[src/rtl/pe_ejection_sink.sv]
// ---------------------------------------------------------------------------
// pe_ejection_sink
//
// Per-PE packet sink on a router's local ejection port. Every valid flit is
// consumed in the cycle it is presented, and a one-cycle credit is returned on
// its VC. Wormhole framing is tracked per VC. Each completed packet's latency
// is computed from the injection timestamp in its head flit. Statistics are
// accumulated once warm-up is over. On request, a 64-cycle restoring divider
// produces the average latency.
//
// Optional feature macro: PE_SINK_MAX_LAT_EN
//   Defined     : a max-latency register is built and drives max_latency.
//   Not defined : no register is built; max_latency is tied to 0.
//
// Ports
//   clk                  in   clock
//   full_rs              in   asynchronous active-low reset
//   flit_valid           in   flit present this cycle
//   flit_in              in   flit data; head flits carry ts in [ts_width-1:0]
//   flit_type            in   00 body, 01 head, 10 tail, 11 head+tail
//   flit_vc              in   VC of the flit
//   credit_out           out  one-cycle credit pulse per consumed flit, bit = VC
//   stats_clr            in   synchronous clear of statistics and protocol_err
//   report_req           in   start an average-latency report
//   report_busy          out  report in progress (LATCH through DONE)
//   report_valid         out  one-cycle pulse, result outputs valid
//   no_packet_recieve    out  packet count snapshot
//   averge_time_of_flies out  average latency snapshot, cycles
//   max_latency          out  largest counted latency (0 if feature disabled)
//   protocol_err         out  sticky framing-error flag
// ---------------------------------------------------------------------------
module pe_ejection_sink #(
    parameter int no_vc        = 4,
    parameter int phit_size    = 32,
    parameter int ts_width     = 24,
    parameter int warm_up_time = 2000,
    localparam int vc_bits     = (no_vc > 1) ? $clog2(no_vc) : 1
) (
    input  logic                 clk,
    input  logic                 full_rs,
    input  logic                 flit_valid,
    input  logic [phit_size-1:0] flit_in,
    input  logic [1:0]           flit_type,
    input  logic [vc_bits-1:0]   flit_vc,
    output logic [no_vc-1:0]     credit_out,
    input  logic                 stats_clr,
    input  logic                 report_req,
    output logic                 report_busy,
    output logic                 report_valid,
    output logic [31:0]          no_packet_recieve,
    output logic [31:0]          averge_time_of_flies,
    output logic [ts_width-1:0]  max_latency,
    output logic                 protocol_err
);

    typedef enum logic [1:0] {RPT_IDLE, RPT_LATCH, RPT_DIV, RPT_DONE} rpt_state_t;

    logic [31:0]          cycle_cnt;
    logic [no_vc-1:0]     vc_in_pkt;
    logic [ts_width-1:0]  vc_ts [no_vc];
    logic [31:0]          pkt_cnt;
    logic [63:0]          lat_sum;

    // Only the timestamp field of the flit is used by the sink.
    logic unused_flit_bits;
    assign unused_flit_bits = ^flit_in[phit_size-1:ts_width];

    // ---------------- flit classification ----------------
    logic                is_head, is_tail, cur_in_pkt;
    logic                complete, err_evt, count_en;
    logic [ts_width-1:0] flit_ts, ts_used, latency;

    assign is_head    = flit_type[0];
    assign is_tail    = flit_type[1];
    assign cur_in_pkt = vc_in_pkt[flit_vc];
    assign flit_ts    = flit_in[ts_width-1:0];

    always_comb begin
        // NOTE: every output of a combinational block gets a default first so
        // no path leaves it unassigned, which would infer a latch.
        complete = 1'b0;
        err_evt  = 1'b0;
        ts_used  = vc_ts[flit_vc];
        if (flit_valid) begin
            // Head while a packet is open, or body/tail with none open.
            err_evt = (is_head && cur_in_pkt) || (!is_head && !cur_in_pkt);
            if (is_head && is_tail) begin
                complete = 1'b1;
                ts_used  = flit_ts;
            end else if (is_tail && cur_in_pkt) begin
                complete = 1'b1;
            end
        end
    end

    // Modular subtraction absorbs timestamp wrap-around.
    assign latency  = cycle_cnt[ts_width-1:0] - ts_used;
    assign count_en = complete && (cycle_cnt >= 32'(warm_up_time));

    // ---------------- cycle counter, credits, per-VC state ----------------
    always_ff @(posedge clk or negedge full_rs) begin
        if (!full_rs) begin
            cycle_cnt  <= '0;
            credit_out <= '0;
            vc_in_pkt  <= '0;
            // NOTE: the per-VC timestamp store is a handful of flops, not a
            // RAM, so it is reset along with everything else.
            for (int i = 0; i < no_vc; i++) vc_ts[i] <= '0;
        end else begin
            // NOTE: sequential state is only ever assigned with <=, so every
            // flop samples the values from before this edge.
            cycle_cnt  <= cycle_cnt + 32'd1;
            credit_out <= '0;
            if (flit_valid) begin
                credit_out[flit_vc] <= 1'b1;
                if (is_head && !is_tail) begin
                    // Also covers a restart after an unexpected head.
                    vc_in_pkt[flit_vc] <= 1'b1;
                    vc_ts[flit_vc]     <= flit_ts;
                end else if (is_tail) begin
                    vc_in_pkt[flit_vc] <= 1'b0;
                end
            end
        end
    end

    // ---------------- statistics ----------------
    logic [64:0] sum_ext;
    assign sum_ext = {1'b0, lat_sum} + 65'(latency);

    always_ff @(posedge clk or negedge full_rs) begin
        if (!full_rs) begin
            pkt_cnt      <= '0;
            lat_sum      <= '0;
            protocol_err <= 1'b0;
        end else if (stats_clr) begin
            // Clear wins over a packet completing in the same cycle.
            pkt_cnt      <= '0;
            lat_sum      <= '0;
            protocol_err <= 1'b0;
        end else begin
            if (err_evt) protocol_err <= 1'b1;
            if (count_en) begin
                if (pkt_cnt != 32'hFFFF_FFFF) pkt_cnt <= pkt_cnt + 32'd1;
                lat_sum <= sum_ext[64] ? 64'hFFFF_FFFF_FFFF_FFFF : sum_ext[63:0];
            end
        end
    end

`ifdef PE_SINK_MAX_LAT_EN
    logic [ts_width-1:0] max_lat_q;
    always_ff @(posedge clk or negedge full_rs) begin
        if (!full_rs)                          max_lat_q <= '0;
        else if (stats_clr)                    max_lat_q <= '0;
        else if (count_en && latency > max_lat_q) max_lat_q <= latency;
    end
    assign max_latency = max_lat_q;
`else
    assign max_latency = '0;
`endif

    // ---------------- report FSM ----------------
    rpt_state_t state, state_next;
    logic [63:0] div_q;
    logic [31:0] div_rem, div_d;
    logic [5:0]  div_iter;

    always_ff @(posedge clk or negedge full_rs) begin
        if (!full_rs) state <= RPT_IDLE;
        else          state <= state_next;
    end

    always_comb begin
        state_next = state;
        case (state)
            RPT_IDLE:  if (report_req) state_next = RPT_LATCH;
            RPT_LATCH: state_next = (pkt_cnt == '0) ? RPT_DONE : RPT_DIV;
            RPT_DIV:   if (div_iter == 6'd63) state_next = RPT_DONE;
            RPT_DONE:  state_next = RPT_IDLE;
            default:   state_next = RPT_IDLE;
        endcase
    end

    always_comb begin
        report_busy  = (state != RPT_IDLE);
        report_valid = (state == RPT_DONE);
    end

    // One restoring-division step: the dividend shifts out of div_q MSB-first
    // while quotient bits shift in at the bottom.
    logic [32:0] rem_shift, rem_next;
    logic        rem_ge;
    logic [63:0] q_next;

    assign rem_shift = {div_rem, div_q[63]};
    assign rem_ge    = (rem_shift >= {1'b0, div_d});
    assign rem_next  = rem_ge ? (rem_shift - {1'b0, div_d}) : rem_shift;
    assign q_next    = {div_q[62:0], rem_ge};

    always_ff @(posedge clk or negedge full_rs) begin
        if (!full_rs) begin
            div_q                <= '0;
            div_rem              <= '0;
            div_d                <= '0;
            div_iter             <= '0;
            no_packet_recieve    <= '0;
            averge_time_of_flies <= '0;
        end else begin
            case (state)
                RPT_LATCH: begin
                    div_q    <= lat_sum;
                    div_rem  <= '0;
                    div_d    <= pkt_cnt;
                    div_iter <= '0;
                    if (pkt_cnt == '0) begin
                        no_packet_recieve    <= '0;
                        averge_time_of_flies <= '0;
                    end
                end
                RPT_DIV: begin
                    div_q    <= q_next;
                    // Remainder stays below the 32-bit divisor.
                    div_rem  <= rem_next[31:0];
                    div_iter <= div_iter + 6'd1;
                    if (div_iter == 6'd63) begin
                        no_packet_recieve    <= div_d;
                        averge_time_of_flies <= (|q_next[63:32]) ? 32'hFFFF_FFFF
                                                                 : q_next[31:0];
                    end
                end
                default: ;
            endcase
        end
    end

endmodule

[config.mk]
export PLATFORM = sky130hd
export DESIGN_NAME = pe_ejection_sink
export DESIGN_NICKNAME = d
export VERILOG_FILES = /design/src/rtl/pe_ejection_sink.sv
export SDC_FILE = /design/constraint.sdc
export NUM_CORES = 1
export LEC_CHECK = 0
export CAP_MARGIN = 20
export CORE_ASPECT_RATIO = 0.6
export CORE_MARGIN = 8
export CORE_UTILIZATION = 35
export DETAILED_ROUTE_END_ITERATION = 8
export GPL_ROUTABILITY_DRIVEN = 1
export SLEW_MARGIN = 10
export SYNTH_ARGS = -nofsm -noshare
export SYNTH_HDL_FRONTEND = slang
export SYNTH_SLANG_ARGS = --single-unit
[constraint.sdc]
create_clock -name clk -period 5 [get_ports clk]
set_clock_uncertainty 0.1 [all_clocks]
set_input_delay 0.75 -clock clk [delete_from_list [all_inputs] [get_ports clk]]
set_output_delay 0.75 -clock clk [all_outputs]
set_load 0.05 [all_outputs]
==> results of run 1 <==
[placed cells by master, fill, tap and decap left out, types with 9 or more instances in the layout]
| cell | Yosys | routed |
|---|---|---|
| dfrtp_1 | 433 | 433 |
| ha_1 | 91 | 83 |
| o31ai_1 | 40 | 39 |
| a211oi_1 | 25 | 18 |
| and4_1 | 14 | 12 |
| nor2_1 | 197 | 183 |
| a21o_1 | 15 | 15 |
| nand2_1 | 225 | 221 |
| nand2b_1 | 17 | 13 |
| nand4_1 | 52 | 52 |
| buf_12 | 0 | 9 |
| conb_1 | 1 | 24 |
| clkbuf_16 | 0 | 46 |
| inv_1 | 76 | 76 |
| or3_1 | 12 | 12 |
| clkinv_2 | 0 | 11 |
| buf_4 | 25 | 212 |
| xnor2_1 | 75 | 72 |
| nor4_1 | 24 | 19 |
| o21a_1 | 16 | 15 |
| nor3_2 | 1 | 10 |
| xor2_1 | 51 | 51 |
| a21oi_2 | 1 | 34 |
| mux4_2 | 25 | 25 |
| mux2i_1 | 94 | 88 |
| and3_1 | 40 | 37 |
| mux2_2 | 99 | 98 |
| clkbuf_8 | 0 | 10 |
| a31oi_1 | 18 | 18 |
| and2_1 | 16 | 16 |
| a22o_1 | 13 | 13 |
| a211oi_2 | 2 | 9 |
| nand3_1 | 51 | 50 |
| clkdlybuf4s50_1 | 0 | 96 |
| buf_6 | 3 | 27 |
| o21ai_0 | 193 | 181 |
| nor3_1 | 41 | 31 |
| a21oi_1 | 198 | 163 |
| nor2_2 | 0 | 9 |
| o21ai_1 | 3 | 9 |
[final timing paths]
path	startpoint	to	slack, ns	depth (start not counted)
worst max-delay path	flit_vc[0]	lat_sum[15]	-0.28	24
worst min-delay path	full_rs	async pin	0.10	1
worst max register to register	vc_ts[0]	lat_sum[15]	-0.27	25
worst min register to register	no_packet_recieve[11]	no_packet_recieve[11]	0.38	2
max in group asynchronous	full_rs	div_rem[7]	3.65	2
min in group clk	no_packet_recieve[11]	no_packet_recieve[11]	0.38	2
[through the flow]
stage | TNS (ns) | worst slack [ns]
final | -12.21 | -0.283
after global routing | -23.86 | -0.453
after CTS | -5.06 | -0.161
after detailed placement | -71.07 | -1.20
after global placement | -66.35 | -1.13
after floorplan | -33.64 | -0.661
[kinds of logic (layout without fill, tap and decap cells)]
family                     count (synthesis)  count (layout)  share of synthesized area [%]
adders and majority gates                 94              94                           4.97
xor gates and xnor gates                 126             126                           4.57
and+or+nand+nor                          725             726                           14.3
other                                      1              24                         0.0155
buffers and inverters                    237             513                           4.26
muxes                                    218             218                           10.9
AOI/OAI and AO/OA                        618             618                           16.1
DFF                                      433             433                           44.9
[layout make-up]
type	instances	area share, %
multi-input cells	1806	43.7
flip-flops and latches	433	36.0
repair buffers	354	10.5
clock buffers	60	4.26
well taps	912	3.79
inverters	77	0.960
clock inverters	22	0.827
[power by group]
group          switching, mW  internal [mW]
clock network           1.53           2.02
registers              0.497           4.20
logic                   4.81           2.89
total                   6.84           9.11
[metal layers]
metal / vias up / GRT usage (%) / wire (µm)
met5: - / 1.12 / 128
met4: 2 / 4.53 / 1510
met3: 91 / 4.67 / 6120
met2: 676 / 25.1 / 29900
met1: 9987 / 28.1 / 36300
li1: 9354 / - / -
[sequential cells by signal (all words and copies together) (netlist names), named ones only]
signal                count
vc_ts                    96
averge_time_of_flies     32
div_iter                  6
div_d                    32
protocol_err              1
div_q                    64
lat_sum                  64
state                     2
credit_out                4
cycle_cnt                32
div_rem                  32
no_packet_recieve        32
pkt_cnt                  32
[what timing repair did]
action,in CTS,in global routing
pin swaps,28,41
hold buffers,0,0
gates cloned,1,1
gates resized for setup,85,92
setup endpoints to repair,64,64
buffers inserted,11,20
==> key figures, run 1 <==
Timing
  • FMAX: 0.189 GHz
  • # setup viols final: 63
  • Slew margin rel.: 39.9%
  • Fin. max-slew vios: 0
  • Hold Worst Slack: 0.101 ns
  • Hold Vio Cnt, Final: 0
  • Crit path time final: 5.28 ns
  • Final period util: 106%
  • RSZ-0062 raised after global routing: yes
  • Slew @ Worst Pin: 0.901 ns
  • PnR worst setup slack: -0.283 ns

CTS
  • CTS Sinks: 433
  • Clock slew at reported path FFs: 0.06 ns
  • H-tree levels: 2
  • Worst-skew pair later-pin latency: 0.61 ns
  • Maximum clock path buffer count: 3
  • CTS buffer count: 45
  • CTS Root Cell: clkbuf_16
  • CTS tree: built

Synth
  • Post-synth top cells: dfrtp_1, nand2_1, a21oi_1
  • Register area share after synthesis: 44.9%
  • Unique cell type count in the Yosys netlist: 87
  • Synth async-reset ratio: 100%
  • Most numerous cell in the Yosys netlist: dfrtp_1
  • Cell area after synthesis: 24100 µm²
  • Top FF cell, synth: dfrtp_1
  • EDFF count, synth: 0
  • Ys Warns: 0
  • Yosys reg bits: 433
  • Ranking of synthesized cells by area: dfrtp_1, ha_1, mux2_2, a21oi_1, o21ai_0
  • Synth Instances: 2452
  • Area leader, netlist: dfrtp_1
  • Synthesized area per cell: 9.84 µm²
  • Top cell type's share of synthesized area: 44.9%

GRT
  • GR Overflow Total: 0
  • First-pass GRT wire length: 114000 µm
  • Largest net degree at the start of global routing: 103
  • Gr usage total: 18.3%
  • Initial antenna violation count: 2
  • Vias in the first global route: 19400

Setup path
  • Buffer and inverter count on the worst path: 9
  • CP most frequent cell: buf_6
  • Crit-path max cell delay: 0.53 ns
  • CP arrival: 5.66 ns
  • Crit Path Class: input pin to flop
  • Worst Setup End Kind: flop
  • Slowest CP cell: mux4_2
  • Worst Path Required: 5.37 ns
  • Critical path startpoint category: input pin
  • Top delay family on crit path: compound AO/OA/AOI/OAI gates
  • Max FO, Critical Path: 7
  • Critical path cell sequence: buf_8 > buf_12 > buf_6 > buf_4 > mux4_2 > mux2i_4 > ha_1 > and2_1 > a311o_1 > a32o_2 > buf_4 > buf_6 > o2111a_1 > nor3_2 > ha_1 > and4_4 > a221oi_4 > nor2_4 > o21bai_4 > buf_6 > nand2_8 > buf_6 > buf_12 > o221a_2

Die
  • Die width: 355 µm
  • Die height: 219 µm
  • I/O Pins: 136
  • Starting Density: 35.4%
  • Row Count: 74
  • Die area: 77900 µm²
  • Core area: 68100 µm²

Route
  • Drt total wl: 73900 µm
  • # DRC: 0
  • Wirelength per Cell: 20.2 µm
  • Via count: 20100
  • ANT nets after route: 0
  • First-pass detailed-route iteration total: 5
  • Vias per cell: 5.49
  • Initial DRC count: 1861

Place
  • GPL Wtd Cong: 0.910
  • Post-DP HPWL: 53300 µm
  • Inst Count DP: 3550
  • I/O Buffers: 103
  • Post-DP Area: 27600 µm²

Final layout
  • Final design utilization: 44.2%
  • Register area: 10800 µm²
  • Design Area, Final: 30100 µm²
  • Multi-input gate area: 13100 µm²
  • Post-Layout Cell Count: 3664
  • Layout cells sized above 1: 22.3%
  • Fillers: 6418
  • NumNets Final: 2852
  • N_diodes: 0
  • P&R area growth vs syn: 24.8%

Worst hold path
  • Class of the worst hold path: input pin to async pin

Status
  • Status: finished with violations
  • Failing checks: setup timing

Power and ir drop
  • Power per cell area: 530 nW/µm²
  • VDD IR max: 0.000504 V
  • Static Leak: 13.1 nW
  • Total power: 15.9 mW

Run
  • Max-cap violations: 0
Power figures use the tool's default switching activity.
==> run 2, diff against run 1 <==
--- a/config.mk
+++ b/config.mk
@@ -11,6 +11,7 @@
 export CORE_UTILIZATION = 35
 export DETAILED_ROUTE_END_ITERATION = 8
 export GPL_ROUTABILITY_DRIVEN = 1
+export SETUP_SLACK_MARGIN = 0.3
 export SLEW_MARGIN = 10
 export SYNTH_ARGS = -nofsm -noshare
 export SYNTH_HDL_FRONTEND = slang
==> key figures, run 2 (synthesized netlist as in run 1, its figures left out) <==
Place
  • Post-DP HPWL: 53300 µm (unchanged)
  • I/O Buffers: 103 (unchanged)
  • Post-DP Area: 27600 µm² (unchanged)
  • GPL Wtd Cong: 0.910 (unchanged)
  • Inst Count DP: 3550 (unchanged)

CTS
  • Maximum clock path buffer count: 3 (unchanged)
  • Clock slew at reported path FFs: 0.06 ns (about the same)
  • H-tree levels: 2 (unchanged)
  • CTS Root Cell: clkbuf_16 (unchanged)
  • Cts hold-fix bufs: 0 (unchanged)
  • CTS Sinks: 433 (unchanged)
  • Worst-skew pair later-pin latency: 0.61 ns (about the same)
  • CTS buffer count: 45 (unchanged)
  • CTS tree: built (unchanged)

Power and ir drop
  • Pint: 9.06 mW (was 9.11 mW)
  • Share of power burned in registers: 29.6% (was 29.4%)
  • P_sw: 6.80 mW (was 6.84 mW)
  • Clock share of power: 22.4% (was 22.3%)
  • Total power: 15.9 mW (about the same)
  • Share of power burned in combinational logic: 48.0% (was 48.3%)
  • Switching share of power: 42.9% (about the same)
  • Static Leak: 13.1 nW (about the same)
  • VDD IR max: 0.000504 V (about the same)
  • Power per cell area: 528 nW/µm² (was 530 nW/µm²)

Setup path
  • Worst flop-to-flop path startpoint: vc_ts[0] (unchanged)
  • Cell depth of the worst setup path: 23 (was 24)
  • CP arrival: 5.64 ns (was 5.66 ns)
  • CP most frequent cell: buf_4 (was buf_6)
  • R2R depth: 23 (was 25)
  • Worst Path Required: 5.39 ns (was 5.37 ns)
  • R2R setup slack: -0.25 ns (was -0.27 ns)
  • Buffer and inverter count on the worst path: 6 (was 9)
  • Critical path cell sequence: mux4_2 > mux2_4 > ha_4 > nand2b_4 > a211oi_2 > buf_4 > o41ai_4 > o21a_2 > buf_4 > buf_4 > xnor2_1 > ha_1 > buf_6 > o21ai_1 > a211o_1 > o32a_1 > a211oi_2 > buf_4 > o21bai_4 > buf_6 > and2_4 > and2_4 > a311oi_2 (was buf_8 > buf_12 > buf_6 > buf_4 > mux4_2 > mux2i_4 > ha_1 > and2_1 > a311o_1 > a32o_2 > buf_4 > buf_6 > o2111a_1 > nor3_2 > ha_1 > and4_4 > a221oi_4 > nor2_4 > o21bai_4 > buf_6 > nand2_8 > buf_6 > buf_12 > o221a_2)
  • Critical path startpoint category: flop (was input pin)
  • Top delay family on crit path: compound AO/OA/AOI/OAI gates (unchanged)
  • Max FO, Critical Path: 6 (was 7)
  • Critical R2R Capture: lat_sum[37] (was lat_sum[15])
  • Slowest CP cell: mux4_2 (unchanged)
  • Worst Setup End Kind: flop (unchanged)
  • Crit-path max cell delay: 0.47 ns (was 0.53 ns)
  • Crit Path Class: flop to flop (was input pin to flop)

Timing
  • FMAX: 0.190 GHz (was 0.189 GHz)
  • # setup viols final: 63 (unchanged)
  • Hold Worst Slack: 0.106 ns (was 0.101 ns)
  • Slew @ Worst Pin: 0.895 ns (was 0.901 ns)
  • Final period util: 105% (was 106%)
  • RSZ-0062 raised after global routing: yes (unchanged)
  • Hold Vio Cnt, Final: 0 (unchanged)
  • Slew margin rel.: 40.3% (was 39.9%)
  • Fin. max-slew vios: 0 (unchanged)
  • PnR worst setup slack: -0.253 ns (was -0.283 ns)
  • Crit path time final: 5.25 ns (was 5.28 ns)

Final layout
  • Design Area, Final: 30100 µm² (about the same)
  • Biggest regs: vc_ts: 96 flops, div_q: 64 flops, lat_sum: 64 flops (unchanged)
  • Most frequent cells in the layout: dfrtp_1, nand2_1, buf_4, nor2_1, o21ai_0 (unchanged)
  • P&R area growth vs syn: 24.6% (was 24.8%)
  • Post-Layout Cell Count: 3668 (was 3664)
  • Most flops, register: vc_ts (unchanged)
  • Final design utilization: 44.1% (was 44.2%)
  • Commonest non-fill, non-tap cell in the layout: dfrtp_1 (unchanged)
  • NumNets Final: 2856 (was 2852)
  • N_diodes: 0 (unchanged)
  • Largest register FFs: 96 (unchanged)
  • Layout cells sized above 1: 21.8% (was 22.3%)
  • Fillers: 6455 (was 6418)

Die
  • Die height: 219 µm (unchanged)
  • Die area: 77900 µm² (unchanged)
  • Die width: 355 µm (unchanged)
  • I/O Pins: 136 (unchanged)
  • Row Count: 74 (unchanged)
  • Core area: 68100 µm² (unchanged)
  • Starting Density: 35.4% (unchanged)

Run
  • Max-cap violations: 0 (unchanged)

GRT
  • GR Overflow Total: 0 (unchanged)
  • Largest net degree at the start of global routing: 103 (unchanged)
  • Gr usage total: 18.5% (was 18.3%)
  • Initial antenna violation count: 2 (unchanged)
  • First-pass GRT wire length: 115000 µm (was 114000 µm)
  • Vias in the first global route: 19500 (was 19400)

Route
  • ANT nets after route: 0 (unchanged)
  • Via count: 20100 (about the same)
  • Vias per cell: 5.48 (was 5.49)
  • First-pass detailed-route iteration total: 6 (was 5)
  • Wirelength per Cell: 20.2 µm (about the same)
  • Initial DRC count: 1873 (was 1861)
  • # DRC: 0 (unchanged)
  • Drt total wl: 74000 µm (was 73900 µm)

Status
  • Status: finished with violations (unchanged)
  • Failing checks: setup timing (unchanged)

Worst hold path
  • Class of the worst hold path: input pin to async pin (unchanged)
-- run 2: cell types whose count changed in the layout (fill, tap and decap cells not counted), moves of 3 or more --
cell | before | now
buf_4 | 212 | 222
buf_6 | 27 | 20
a21oi_1 | 163 | 169
a21oi_2 | 34 | 29
nor2_1 | 183 | 188
nor2_2 | 9 | 5
o21ai_0 | 181 | 184
-- run 2: power by group through the flow --
stage | Sequential [mW] | Clock, mW | Combinational (mW)
after floorplan | 4.86 | 0 | 4.97
after global placement | 4.71 | 0 | 7.26
after detailed placement | 4.75 | 0 | 7.38
after CTS | 4.69 | 3.63 | 7.51
after global routing | 4.78 | 3.77 | 8.37
final | 4.70 | 3.55 | 7.62
-- run 2: area by class of cell --
cell class	count	area, µm²	share of cell area [%]
repair buffers	358	3200	10.6
inverters	77	289	0.961
well taps	912	1140	3.80
clock inverters	22	249	0.828
multi-input cells	1806	13100	43.5
clock buffers	60	1280	4.27
flip-flops and latches	433	10800	36.0
-- run 2: repair_timing --
item | 4_1_cts | 5_1_grt
buffers inserted | 19 | 13
cloned | 3 | 0
gates resized for setup | 102 | 46
endpoints found under the setup margin | 64 | 64
pin swaps | 44 | 21
-- run 2: per-stage QoR --
stage / TNS, ns / worst slack [ns]
after floorplan: -33.64 / -0.661
after global placement: -66.35 / -1.13
after detailed placement: -71.07 / -1.20
after CTS: -4.97 / -0.160
after global routing: -22.82 / -0.460
final: -10.03 / -0.253
-- run 2: per-layer routing --
layer  share of wire (%)  wire [µm]  track usage, %  vias up
li1                    -          -               -     9364
met1                  49      36200            28.4     9954
met2                  40      29800            25.3      689
met3                 8.6       6400            4.65       90
met4                 2.0       1490            4.51        2
met5                0.17        126            1.12        -
-- run 2: worst max-delay path by stage --
stage                from           to  slack, ns
2_1_floorplan  flit_vc[0]  lat_sum[27]      -0.66
3_3_place_gp   flit_vc[1]  lat_sum[52]      -1.13
3_5_place_dp   flit_vc[1]  lat_sum[52]      -1.20
4_1_cts          vc_ts[0]  lat_sum[37]      -0.16
5_1_grt         vc_ts[24]  lat_sum[37]      -0.46
6_report         vc_ts[0]  lat_sum[37]      -0.25
